**src/rtl/axi_burst_pkg.sv**
```systemverilog
// Shared constants and state encodings for the AXI burst master.
// Holds response/burst codes and the write/read engine state enums.
package axi_burst_pkg;

   localparam logic [1:0] RESP_OKAY   = 2'b00;
   localparam logic [1:0] RESP_EXOKAY = 2'b01;
   localparam logic [1:0] RESP_SLVERR = 2'b10;
   localparam logic [1:0] RESP_DECERR = 2'b11;

   localparam logic [1:0] BURST_FIXED = 2'b00;
   localparam logic [1:0] BURST_INCR  = 2'b01;
   localparam logic [1:0] BURST_WRAP  = 2'b10;

   typedef enum logic [1:0] {
      W_IDLE,
      W_ADDR,
      W_DATA,
      W_RESP
   } wr_state_t;

   typedef enum logic [1:0] {
      R_IDLE,
      R_ADDR,
      R_DATA
   } rd_state_t;

endpackage

```
**src/rtl/axi_burst_chunker.sv**
```systemverilog
// Combinational burst sizer: beats for the next INCR burst.
// Ports: addr (aligned byte address), remaining (beats left) -> chunk.
module axi_burst_chunker
   import axi_burst_pkg::*;
#(
   parameter int ADDR_WIDTH = 32,
   parameter int DATA_WIDTH = 32,
   parameter int MAX_BURST  = 16,
   parameter int CNT_WIDTH  = 16
) (
   input  logic [ADDR_WIDTH-1:0] addr,
   input  logic [CNT_WIDTH-1:0]  remaining,
   output logic [8:0]            chunk
);

   localparam int SIZE = $clog2(DATA_WIDTH / 8);

   logic [12:0] room;
   logic [31:0] c;
   logic        unused_bits;

   // beats left before the next 4KB page boundary
   assign room = (13'd4096 - {1'b0, addr[11:0]}) >> SIZE;

   always_comb begin
      c = 32'(remaining);
      if (c > 32'(MAX_BURST)) c = 32'(MAX_BURST);
      if (c > 32'(room))      c = 32'(room);
   end

   assign chunk       = c[8:0];
   assign unused_bits = ^{addr[ADDR_WIDTH-1:12], c[31:9]};

endmodule

```
**src/rtl/axi_burst_master_split.sv**
```systemverilog
// AXI4 master splitting long commands into legal INCR bursts.
// Ports: wr/rd command + data streams, done/err status, AXI4 AW/W/B/AR/R.
module axi_burst_master_split
   import axi_burst_pkg::*;
#(
   parameter int ADDR_WIDTH = 32,
   parameter int DATA_WIDTH = 32,
   parameter int ID_WIDTH   = 4,
   parameter int AXI_ID     = 0,
   parameter int MAX_BURST  = 16,
   parameter int CNT_WIDTH  = 16
) (
   input  logic                    clk,
   input  logic                    reset,
   input  logic                    wr_cmd_valid,
   output logic                    wr_cmd_ready,
   input  logic [ADDR_WIDTH-1:0]   wr_cmd_addr,
   input  logic [CNT_WIDTH-1:0]    wr_cmd_beats,
   input  logic                    wr_data_valid,
   output logic                    wr_data_ready,
   input  logic [DATA_WIDTH-1:0]   wr_data,
   input  logic [DATA_WIDTH/8-1:0] wr_strb,
   output logic                    wr_done,
   output logic                    wr_err,
   input  logic                    rd_cmd_valid,
   output logic                    rd_cmd_ready,
   input  logic [ADDR_WIDTH-1:0]   rd_cmd_addr,
   input  logic [CNT_WIDTH-1:0]    rd_cmd_beats,
   output logic                    rd_data_valid,
   input  logic                    rd_data_ready,
   output logic [DATA_WIDTH-1:0]   rd_data,
   output logic                    rd_last,
   output logic                    rd_done,
   output logic                    rd_err,
   output logic [ID_WIDTH-1:0]     awid,
   output logic [ADDR_WIDTH-1:0]   awaddr,
   output logic [7:0]              awlen,
   output logic [2:0]              awsize,
   output logic [1:0]              awburst,
   output logic                    awvalid,
   input  logic                    awready,
   output logic [DATA_WIDTH-1:0]   wdata,
   output logic [DATA_WIDTH/8-1:0] wstrb,
   output logic                    wlast,
   output logic                    wvalid,
   input  logic                    wready,
   input  logic [ID_WIDTH-1:0]     bid,
   input  logic [1:0]              bresp,
   input  logic                    bvalid,
   output logic                    bready,
   output logic [ID_WIDTH-1:0]     arid,
   output logic [ADDR_WIDTH-1:0]   araddr,
   output logic [7:0]              arlen,
   output logic [2:0]              arsize,
   output logic [1:0]              arburst,
   output logic                    arvalid,
   input  logic                    arready,
   input  logic [ID_WIDTH-1:0]     rid,
   input  logic [DATA_WIDTH-1:0]   rdata,
   input  logic [1:0]              rresp,
   input  logic                    rlast,
   input  logic                    rvalid,
   output logic                    rready
);

   localparam int BYTES = DATA_WIDTH / 8;
   localparam int SIZE  = $clog2(BYTES);
   localparam logic [ADDR_WIDTH-1:0] AMASK = ~ADDR_WIDTH'(BYTES - 1);

   wr_state_t             ws;
   logic [ADDR_WIDTH-1:0] waddr, wnext_addr, wc_addr;
   logic [CNT_WIDTH-1:0]  wrem, wnext_rem, wc_rem;
   logic [8:0]            wchunk, wcnt, wc_chunk;

   rd_state_t             rs;
   logic [ADDR_WIDTH-1:0] raddr, rnext_addr, rc_addr;
   logic [CNT_WIDTH-1:0]  rrem, rnext_rem, rc_rem;
   logic [8:0]            rchunk, rcnt, rc_chunk;
   logic                  rlast_exp;
   logic                  unused_ids;

   assign awid    = ID_WIDTH'(AXI_ID);
   assign arid    = ID_WIDTH'(AXI_ID);
   assign awsize  = 3'(SIZE);
   assign arsize  = 3'(SIZE);
   assign awburst = BURST_INCR;
   assign arburst = BURST_INCR;
   assign awaddr  = waddr;
   assign araddr  = raddr;
   assign unused_ids = ^{bid, rid};

   // chunker sees the new command while idle, else the post-burst position
   assign wnext_addr = waddr + (ADDR_WIDTH'(wchunk) << SIZE);
   assign wnext_rem  = wrem - CNT_WIDTH'(wchunk);
   assign wc_addr    = (ws == W_IDLE) ? (wr_cmd_addr & AMASK) : wnext_addr;
   assign wc_rem     = (ws == W_IDLE) ? wr_cmd_beats : wnext_rem;

   assign rnext_addr = raddr + (ADDR_WIDTH'(rchunk) << SIZE);
   assign rnext_rem  = rrem - CNT_WIDTH'(rchunk);
   assign rc_addr    = (rs == R_IDLE) ? (rd_cmd_addr & AMASK) : rnext_addr;
   assign rc_rem     = (rs == R_IDLE) ? rd_cmd_beats : rnext_rem;

   axi_burst_chunker #(
      .ADDR_WIDTH(ADDR_WIDTH), .DATA_WIDTH(DATA_WIDTH),
      .MAX_BURST(MAX_BURST), .CNT_WIDTH(CNT_WIDTH)
   ) u_wr_chunk (
      .addr(wc_addr), .remaining(wc_rem), .chunk(wc_chunk)
   );

   axi_burst_chunker #(
      .ADDR_WIDTH(ADDR_WIDTH), .DATA_WIDTH(DATA_WIDTH),
      .MAX_BURST(MAX_BURST), .CNT_WIDTH(CNT_WIDTH)
   ) u_rd_chunk (
      .addr(rc_addr), .remaining(rc_rem), .chunk(rc_chunk)
   );

   assign wvalid        = (ws == W_DATA) && wr_data_valid;
   assign wr_data_ready = (ws == W_DATA) && wready;
   assign wlast         = (ws == W_DATA) && (wcnt == wchunk - 9'd1);
   assign wdata         = wr_data;
   assign wstrb         = wr_strb;

   assign rlast_exp     = (rcnt == rchunk - 9'd1);
   assign rd_data_valid = (rs == R_DATA) && rvalid;
   assign rready        = (rs == R_DATA) && rd_data_ready;
   assign rd_data       = rdata;
   assign rd_last       = (rs == R_DATA) && rlast_exp && (rnext_rem == '0);

   always_ff @(posedge clk or posedge reset) begin
      if (reset) begin
         ws           <= W_IDLE;
         wr_cmd_ready <= 1'b0;
         waddr        <= '0;
         wrem         <= '0;
         wchunk       <= '0;
         wcnt         <= '0;
         awlen        <= '0;
         awvalid      <= 1'b0;
         bready       <= 1'b0;
         wr_done      <= 1'b0;
         wr_err       <= 1'b0;
      end else begin
         wr_done <= 1'b0;
         unique case (ws)
            W_IDLE: begin
               wr_cmd_ready <= 1'b1;
               if (wr_cmd_valid && wr_cmd_ready) begin
                  waddr  <= wc_addr;
                  wrem   <= wr_cmd_beats;
                  wr_err <= 1'b0;
                  if (wr_cmd_beats == '0) begin
                     wr_done <= 1'b1;
                  end else begin
                     wr_cmd_ready <= 1'b0;
                     wchunk       <= wc_chunk;
                     awlen        <= 8'(wc_chunk - 9'd1);
                     awvalid      <= 1'b1;
                     ws           <= W_ADDR;
                  end
               end
            end
            W_ADDR: begin
               if (awready) begin
                  awvalid <= 1'b0;
                  wcnt    <= '0;
                  ws      <= W_DATA;
               end
            end
            W_DATA: begin
               if (wvalid && wready) begin
                  if (wlast) begin
                     wcnt   <= '0;
                     bready <= 1'b1;
                     ws     <= W_RESP;
                  end else begin
                     wcnt <= wcnt + 9'd1;
                  end
               end
            end
            W_RESP: begin
               if (bvalid) begin
                  bready <= 1'b0;
                  if (bresp != RESP_OKAY) wr_err <= 1'b1;
                  waddr <= wnext_addr;
                  wrem  <= wnext_rem;
                  if (wnext_rem == '0) begin
                     wr_done      <= 1'b1;
                     wr_cmd_ready <= 1'b1;
                     ws           <= W_IDLE;
                  end else begin
                     wchunk  <= wc_chunk;
                     awlen   <= 8'(wc_chunk - 9'd1);
                     awvalid <= 1'b1;
                     ws      <= W_ADDR;
                  end
               end
            end
            default: ws <= W_IDLE;
         endcase
      end
   end

   always_ff @(posedge clk or posedge reset) begin
      if (reset) begin
         rs           <= R_IDLE;
         rd_cmd_ready <= 1'b0;
         raddr        <= '0;
         rrem         <= '0;
         rchunk       <= '0;
         rcnt         <= '0;
         arlen        <= '0;
         arvalid      <= 1'b0;
         rd_done      <= 1'b0;
         rd_err       <= 1'b0;
      end else begin
         rd_done <= 1'b0;
         unique case (rs)
            R_IDLE: begin
               rd_cmd_ready <= 1'b1;
               if (rd_cmd_valid && rd_cmd_ready) begin
                  raddr  <= rc_addr;
                  rrem   <= rd_cmd_beats;
                  rd_err <= 1'b0;
                  if (rd_cmd_beats == '0) begin
                     rd_done <= 1'b1;
                  end else begin
                     rd_cmd_ready <= 1'b0;
                     rchunk       <= rc_chunk;
                     arlen        <= 8'(rc_chunk - 9'd1);
                     arvalid      <= 1'b1;
                     rs           <= R_ADDR;
                  end
               end
            end
            R_ADDR: begin
               if (arready) begin
                  arvalid <= 1'b0;
                  rcnt    <= '0;
                  rs      <= R_DATA;
               end
            end
            R_DATA: begin
               if (rvalid && rready) begin
                  // burst length is owned by our counter, rlast is only checked
                  if (rresp != RESP_OKAY || rlast != rlast_exp) rd_err <= 1'b1;
                  if (rlast_exp) begin
                     rcnt  <= '0;
                     raddr <= rnext_addr;
                     rrem  <= rnext_rem;
                     if (rnext_rem == '0) begin
                        rd_done      <= 1'b1;
                        rd_cmd_ready <= 1'b1;
                        rs           <= R_IDLE;
                     end else begin
                        rchunk  <= rc_chunk;
                        arlen   <= 8'(rc_chunk - 9'd1);
                        arvalid <= 1'b1;
                        rs      <= R_ADDR;
                     end
                  end else begin
                     rcnt <= rcnt + 9'd1;
                  end
               end
            end
            default: rs <= R_IDLE;
         endcase
      end
   end

endmodule

```
**config.mk**
```make
export PLATFORM = sky130hd
export DESIGN_NAME = axi_burst_master_split
export DESIGN_NICKNAME = d
export VERILOG_FILES = /design/src/rtl/axi_burst_pkg.sv /design/src/rtl/axi_burst_chunker.sv /design/src/rtl/axi_burst_master_split.sv
export SDC_FILE = /design/constraint.sdc
export NUM_CORES = 1
export LEC_CHECK = 0
export BUFFER_PORTS_ARGS = -buffer_cell sky130_fd_sc_hd__buf_2
export CAP_MARGIN = 20
export CORE_ASPECT_RATIO = 0.75
export CORE_UTILIZATION = 49
export CTS_CLUSTER_SIZE = 25
export DETAILED_ROUTE_END_ITERATION = 8
export PLACE_DENSITY = 0.79
export SYNTH_ARGS = -nofsm -noshare
export SYNTH_HDL_FRONTEND = slang
export SYNTH_SLANG_ARGS = --single-unit
```
**constraint.sdc**
```tcl
create_clock -name clk -period 5.02 [get_ports clk]
set_clock_uncertainty 0.1 [all_clocks]
set_input_delay 0.502 -clock clk [delete_from_list [all_inputs] [get_ports clk]]
set_output_delay 0.502 -clock clk [all_outputs]
set_load 0.02 [all_outputs]
```
# ---- Yosys cells after proc, flatten, opt, wreduce, memory -nomap -nowiden
# Cells that the tools add are included.
dict set report word_totals {
  register_bits 161
  input_bits 188
  out_inout_bits 181
  elab_cells 216
}
dict set report op_classes {
  addsub 12
  order_cmp 4
  eq_ne 25
  mux 112
  reduce_logical 42
}
# cell n
set ops {}
lappend ops {{32-bit 2-to-1 mux} 7}
lappend ops {{9-bit 2-to-1 mux} 17}
lappend ops {{16-bit 2-to-1 mux} 9}
lappend ops {{32-bit one-hot mux with 2 select lines} 2}
lappend ops {{8-bit 2-to-1 mux} 9}
lappend ops {{9-bit one-hot mux with 2 select lines} 4}
lappend ops {{32-bit by 11-bit adder with 32-bit output} 2}
lappend ops {{16-bit zero test} 4}
lappend ops {{16-bit one-hot mux with 2 select lines} 2}
lappend ops {{1-bit 2-to-1 mux} 38}
lappend ops {{16-bit by 11-bit greater-than comparator with 1-bit output} 2}
lappend ops {{16-bit by 5-bit greater-than comparator with 1-bit output (second input constant)} 2}
lappend ops {{8-bit one-hot mux with 2 select lines} 2}
lappend ops {{16-bit by 9-bit subtractor with 16-bit output} 2}
lappend ops {{13-bit by 12-bit subtractor with 13-bit output (first input constant)} 2}
lappend ops {{2-bit 2-to-1 mux} 11}
lappend ops {{2-bit inequality test (second input constant)} 11}
lappend ops {{4-bit AND reduction} 5}
lappend ops {{9-bit by 1-bit adder with 9-bit output (second input constant)} 2}
lappend ops {{9-bit == test} 2}
lappend ops {{6-bit AND reduction} 3}
lappend ops {{9-bit by 1-bit subtractor with 9-bit output (second input constant)} 2}
lappend ops {{8-bit by 1-bit subtractor with 8-bit output (second input constant)} 2}
lappend ops {{1-bit one-hot mux with 2 select lines} 7}
lappend ops {{other kinds (15)} 46}

# ---- Logic depth before layout (Yosys ltp)
dict set report logic_depth {
  depth_word 11
  mapped_depth 25
  mapped_depth_nobuf 25
}

# ---- Cells and area by module
# A second synthesis with hierarchy kept.
dict set report unflattened {
  hier_cells 1792
  hier_area_um2 14386.3
}
# module instances cells_each area_each_um2 seq_area_each_um2
set modules_own_cells {}
lappend modules_own_cells {axi_burst_master_split 1 1640 13282.7 4028.9}
lappend modules_own_cells {axi_burst_chunker 2 76 551.8 0.0}

# ---- Worst setup path after synthesis
# No wires, ideal clock.
dict set report synth_path {
  kind {register to register}
  from {register rchunk[0]}
  to {register arlen[6]}
  setup_ps 82
  t_arrival_ps 5346
  t_required_ps 4838
  path_slack_ps -508
  path_stages_with_launch 25
  n_path_buf 1
  period_less_slack_ps 5528
  cell_sequence {dfrtp_1 > ha_1 > inv_1 > fa_1 > a21o_1 > a31o_2 > a311o_1 > and2_1 > nor4b_2 > a41o_1 > nand2_1 > nor2_1 > ha_1 > a21o_1 > a21oi_1 > o221ai_1 > a221oi_1 > or2_2 > clkbuf_1 > nor2_1 > a21oi_1 > ha_1 > nand2_1 > or4_1 > a31oi_1}
}
dict set report synth_between {
  elab_chain_cells 11
  word_cells_on_any_way 22
  cone_classes {5 x add/sub; 2 x order compare; 3 x eq/ne; 10 x mux; 2 x reduce/logical}
}
# element line_no
set synth_lines {}
lappend synth_lines {{start: declaration} axi_burst_master_split.sv:78} ;# logic [8:0] rchunk, rcnt, rc_chunk;
lappend synth_lines {{start signal: assignment} axi_burst_master_split.sv:228} ;# rchunk <= rc_chunk;
lappend synth_lines {{start signal: assignment} axi_burst_master_split.sv:255} ;# rchunk <= rc_chunk;
lappend synth_lines {{branches (longest 11 deep; another with 32-bit by 11-bit adder with 32-bit output)} n/a}
lappend synth_lines {{end signal: assignment} axi_burst_master_split.sv:229} ;# arlen <= 8'(rc_chunk - 9'd1);
lappend synth_lines {{end signal: assignment} axi_burst_master_split.sv:256} ;# arlen <= 8'(rc_chunk - 9'd1);
lappend synth_lines {{end: declaration} axi_burst_master_split.sv:53} ;# output logic [7:0] arlen,
# Parallel ways; which one is timed is not known. The select of a mux whose other input is x is not followed.
# A chain may end at the register's enable or synchronous reset.

# ---- Final worst setup path
dict set report layout_path {
  from {register wchunk[8]}
  to {register awlen[6]}
}
dict set report layout_between {
  elab_chain_cells 10
  word_cells_on_any_way 18
  cone_classes {4 x add/sub; 2 x order compare; 1 x eq/ne; 9 x mux; 2 x reduce/logical}
}
# element line_no
set layout_lines {}
lappend layout_lines {{start: declaration} axi_burst_master_split.sv:73} ;# logic [8:0] wchunk, wcnt, wc_chunk;
lappend layout_lines {{start signal: assignment} axi_burst_master_split.sv:155} ;# wchunk <= wc_chunk;
lappend layout_lines {{start signal: assignment} axi_burst_master_split.sv:191} ;# wchunk <= wc_chunk;
lappend layout_lines {{branches (longest 10 deep; another with 32-bit by 11-bit adder with 32-bit output)} n/a}
lappend layout_lines {{end signal: assignment} axi_burst_master_split.sv:156} ;# awlen <= 8'(wc_chunk - 9'd1);
lappend layout_lines {{end signal: assignment} axi_burst_master_split.sv:192} ;# awlen <= 8'(wc_chunk - 9'd1);
lappend layout_lines {{end: declaration} axi_burst_master_split.sv:37} ;# output logic [7:0] awlen,
# Parallel ways; which one is timed is not known. The select of a mux whose other input is x is not followed.

==> flow_summary_export.csv <==
group,metric,value,unit
routing,first_pass_iters,5,
routing,drt-initial-drc-count,1403,
finish,stdcell_count,2317,
clocking,cts.sinks,161,
global_routing,grt_max_degree,162,
setup_path,required,5240,ps
yosys,synth_cells,1642,
routing,wl_per_cell,19.04,microns
sta,period_share,107.0,%
floorplanning,fp.dieH,143.7,microns
yosys,ys_warn_count,0,
yosys,ys.flop_type,"dfrtp_1",
sta,post-route-min-period,5370,ps
yosys,synth_edf_count,0,
clocking,cts_tree,"built",
routing,drcViolationCount,0,
routing,ant_nets,0,
yosys,avgSynthCellArea,7.990,sq um
yosys,syn-cell-area,0.01312,sq mm
sta,worstMarginPinSlew,1095,ps
sta,fmax,186.2,MHz
sta,worst_slack,-349.6,ps
setup_path,end_kind,"flip-flop",
routing,route.vias.total,13798,
clocking,clock_tree.buffer_depth,2,
sta,setup_violations,12,
global_routing,grt_pass1_wl,67.73,mm
sta,tns,-1804,ps
global_routing,grt_pass1_vias,12803,
worst_hold_path,worstHoldStart,"wr_cmd_addr[8]",
routing,highest_layer,"met4",
floorplanning,die_width,190.9,microns
setup_path,worstPathArrival,5590,ps
routing,met3RoutedLength,3.957,mm
routing,wl_met2,19.40,mm
floorplanning,initial_core_util,50.27,%
yosys,async_flop_share,100.0,%
routing,wirelength,44.12,mm
finish,num_antenna_cells,0,
sta,max_slew_margin,26.22,%
yosys,synth_seq_cells,161,
setup_path,startpoint,"wchunk[8]$_DFFE_PP0P_",
finish,layout.nets,2220,
global_routing,antenna_found_initial,0,
worst_hold_path,min_path_type,"input port to flip-flop",
routing,vias_per_cell,5.955,
outcome,status,"finished, violations left",
clocking,cts_root_buf,"clkbuf_16",
routing,wirelength_met1,19.70,mm
outcome,failed_checks,"setup timing",
clocking,clk_pin_slew_worst_paths,80,ps
flow_run,maxCapViolations,0,
placed_design,dpl_cell_area,0.01533,sq mm
sta,rsz0062_at_grt,"true",
global_routing,gr-total-overflow,0,
finish,final_area,0.01677,sq mm
floorplanning,rows,51,
clocking,clk_latency,440,ps
global_routing,track_usage,31.45,%
yosys,synth_cell_type_count,87,
finish,layout_commonest_cell,"buf_4",
placed_design,port_buffers,202,
placed_design,place.gp.congestion,0.9559,
finish,layout_common_cells,"buf_4, buf_2, nand2_1",
finish,drive_above_1_share,30.71,%
sta,maxSlewViolCount,0,
placed_design,dpl.cell_count,2253,
setup_path,cp_max_fo,3,
setup_path,rr_startpoint,"wchunk[8]$_DFFE_PP0P_",
placed_design,dpl.hpwl,32.55,mm
clocking,h-tree-depth,4,
floorplanning,dieArea,0.02744,sq mm
clocking,hold_buffers,0,
clocking,cts_buffers,17,
setup_path,start_kind,"flip-flop",
yosys,synth-seq-area-share,30.71,%
sta,hold_violations,0,
floorplanning,io_pins,369,
finish,area_growth,27.80,%
floorplanning,coreArea,0.02610,sq mm
setup_path,crit_type,"flip-flop to flip-flop",
placed_design,dp_slack,-440.6,ps
[per-stage QoR]
step	hold slack [ps]	utilization, %
global route	232.1	64.25
finish	233.9	64.25
CTS	224.3	61.98
global placement	357.4	58.73
detailed placement	365.6	58.73
floorplan	345.3	-
[worst max-delay path, stage by stage, from the launching register on]
cell,delay [ps]
dfrtp_1,350
inv_1,110
ha_2,200
or3_4,370
or3_4,360
or4_4,520
o2bb2ai_4,150
nor4_4,340
nor2_2,90
a211o_1,320
nor2_1,110
ha_1,260
o21ai_2,160
a21oi_2,70
o41ai_4,330
a31o_4,260
nor2_4,40
a31oi_4,190
ha_4,180
nand3_4,60
or3_1,340
a221o_1,330
[timing repair]
action | CTS | global route
buffers inserted | 14 | 20
pin swaps | 37 | 56
gates resized for setup | 35 | 88
endpoints found under the setup margin | 14 | 28
[worst paths after layout]
path / slack [ps] / depth (start not counted) / to
hold / removal: 230 / 3 / awaddr[8]$_DFFE_PP0P_
min in group asynchronous: 240 / 3 / rrem[1]$_DFFE_PP0P_
setup reg to reg: -350 / 21 / awlen[6]$_DFFE_PP0P_
max in group asynchronous: 3870 / 3 / wcnt[4]$_DFFE_PP0P_
hold reg to reg: 380 / 2 / awlen[1]$_DFFE_PP0P_
setup / recovery: -350 / 21 / awlen[6]$_DFFE_PP0P_
[routing by layer]
layer / global-route usage [%] / vias to the layer above
li1: - / 6453
met1: 44.58 / 6648
met2: 46.43 / 608
met3: 8.254 / 89
met4: 9.726 / 0
met5: 0 / -
[Yosys cell counts, drive strengths merged, types with 15 or more instances]
cell | instances | share of area, %
nand2 | 181 | 5.2
dfrtp | 161 | 31
a21oi | 150 | 5.7
nor2 | 145 | 4.1
o21ai | 126 | 4.8
buf | 95 | 5.3
ha | 68 | 6.5
clkbuf | 65 | 1.9
inv | 57 | 1.6
nand3 | 51 | 1.9
xnor2 | 47 | 3.1
nor3 | 44 | 1.7
xor2 | 37 | 2.5
o22ai | 33 | 1.6
nand4 | 31 | 1.5
mux2i | 24 | 1.8
a21o | 23 | 1.3
a31oi | 20 | 0.95
and2 | 19 | 0.91
and3 | 17 | 0.81
or2 | 17 | 0.81
o31ai | 16 | 0.95
a211oi | 15 | 0.86
or3 | 15 | 0.79
[sequential cells by signal, summed over array words and instances, names as in the netlist, 2 cells and up]
name / flops
rchunk: 9
araddr: 32
wchunk: 9
rcnt: 9
awaddr: 32
wcnt: 9
wrem: 16
rrem: 16
awlen: 8
arlen: 8
rs: 2
ws: 2
[cell type report]
cell class / count / area [sq um]
tap: 344 / 430.4
clock inverter: 12 / 148.9
multi-input combinational: 1292 / 8713
clock buffer: 20 / 446.7
fill: 2141 / 9331
inverter: 57 / 217.7
sequential: 161 / 4030
timing repair buffer: 431 / 2780
[kinds of logic (layout without fill, tap and decap cells)]
kind of cell	Yosys count	count (layout)	synth area share [%]
AND/OR/NAND/NOR	590	590	22.01
AO/OA/AOI/OAI	481	481	22.99
buffers and inverters	217	520	8.755
flip-flops	161	161	30.71
XOR/XNOR	84	84	5.607
adder cells (fa/ha/maj)	72	72	7.095
multiplexers	35	35	2.775
other	2	30	0.05724
Power is not shown: default switching activity piles up to over one toggle a cycle in this logic, so the estimate is an artifact.
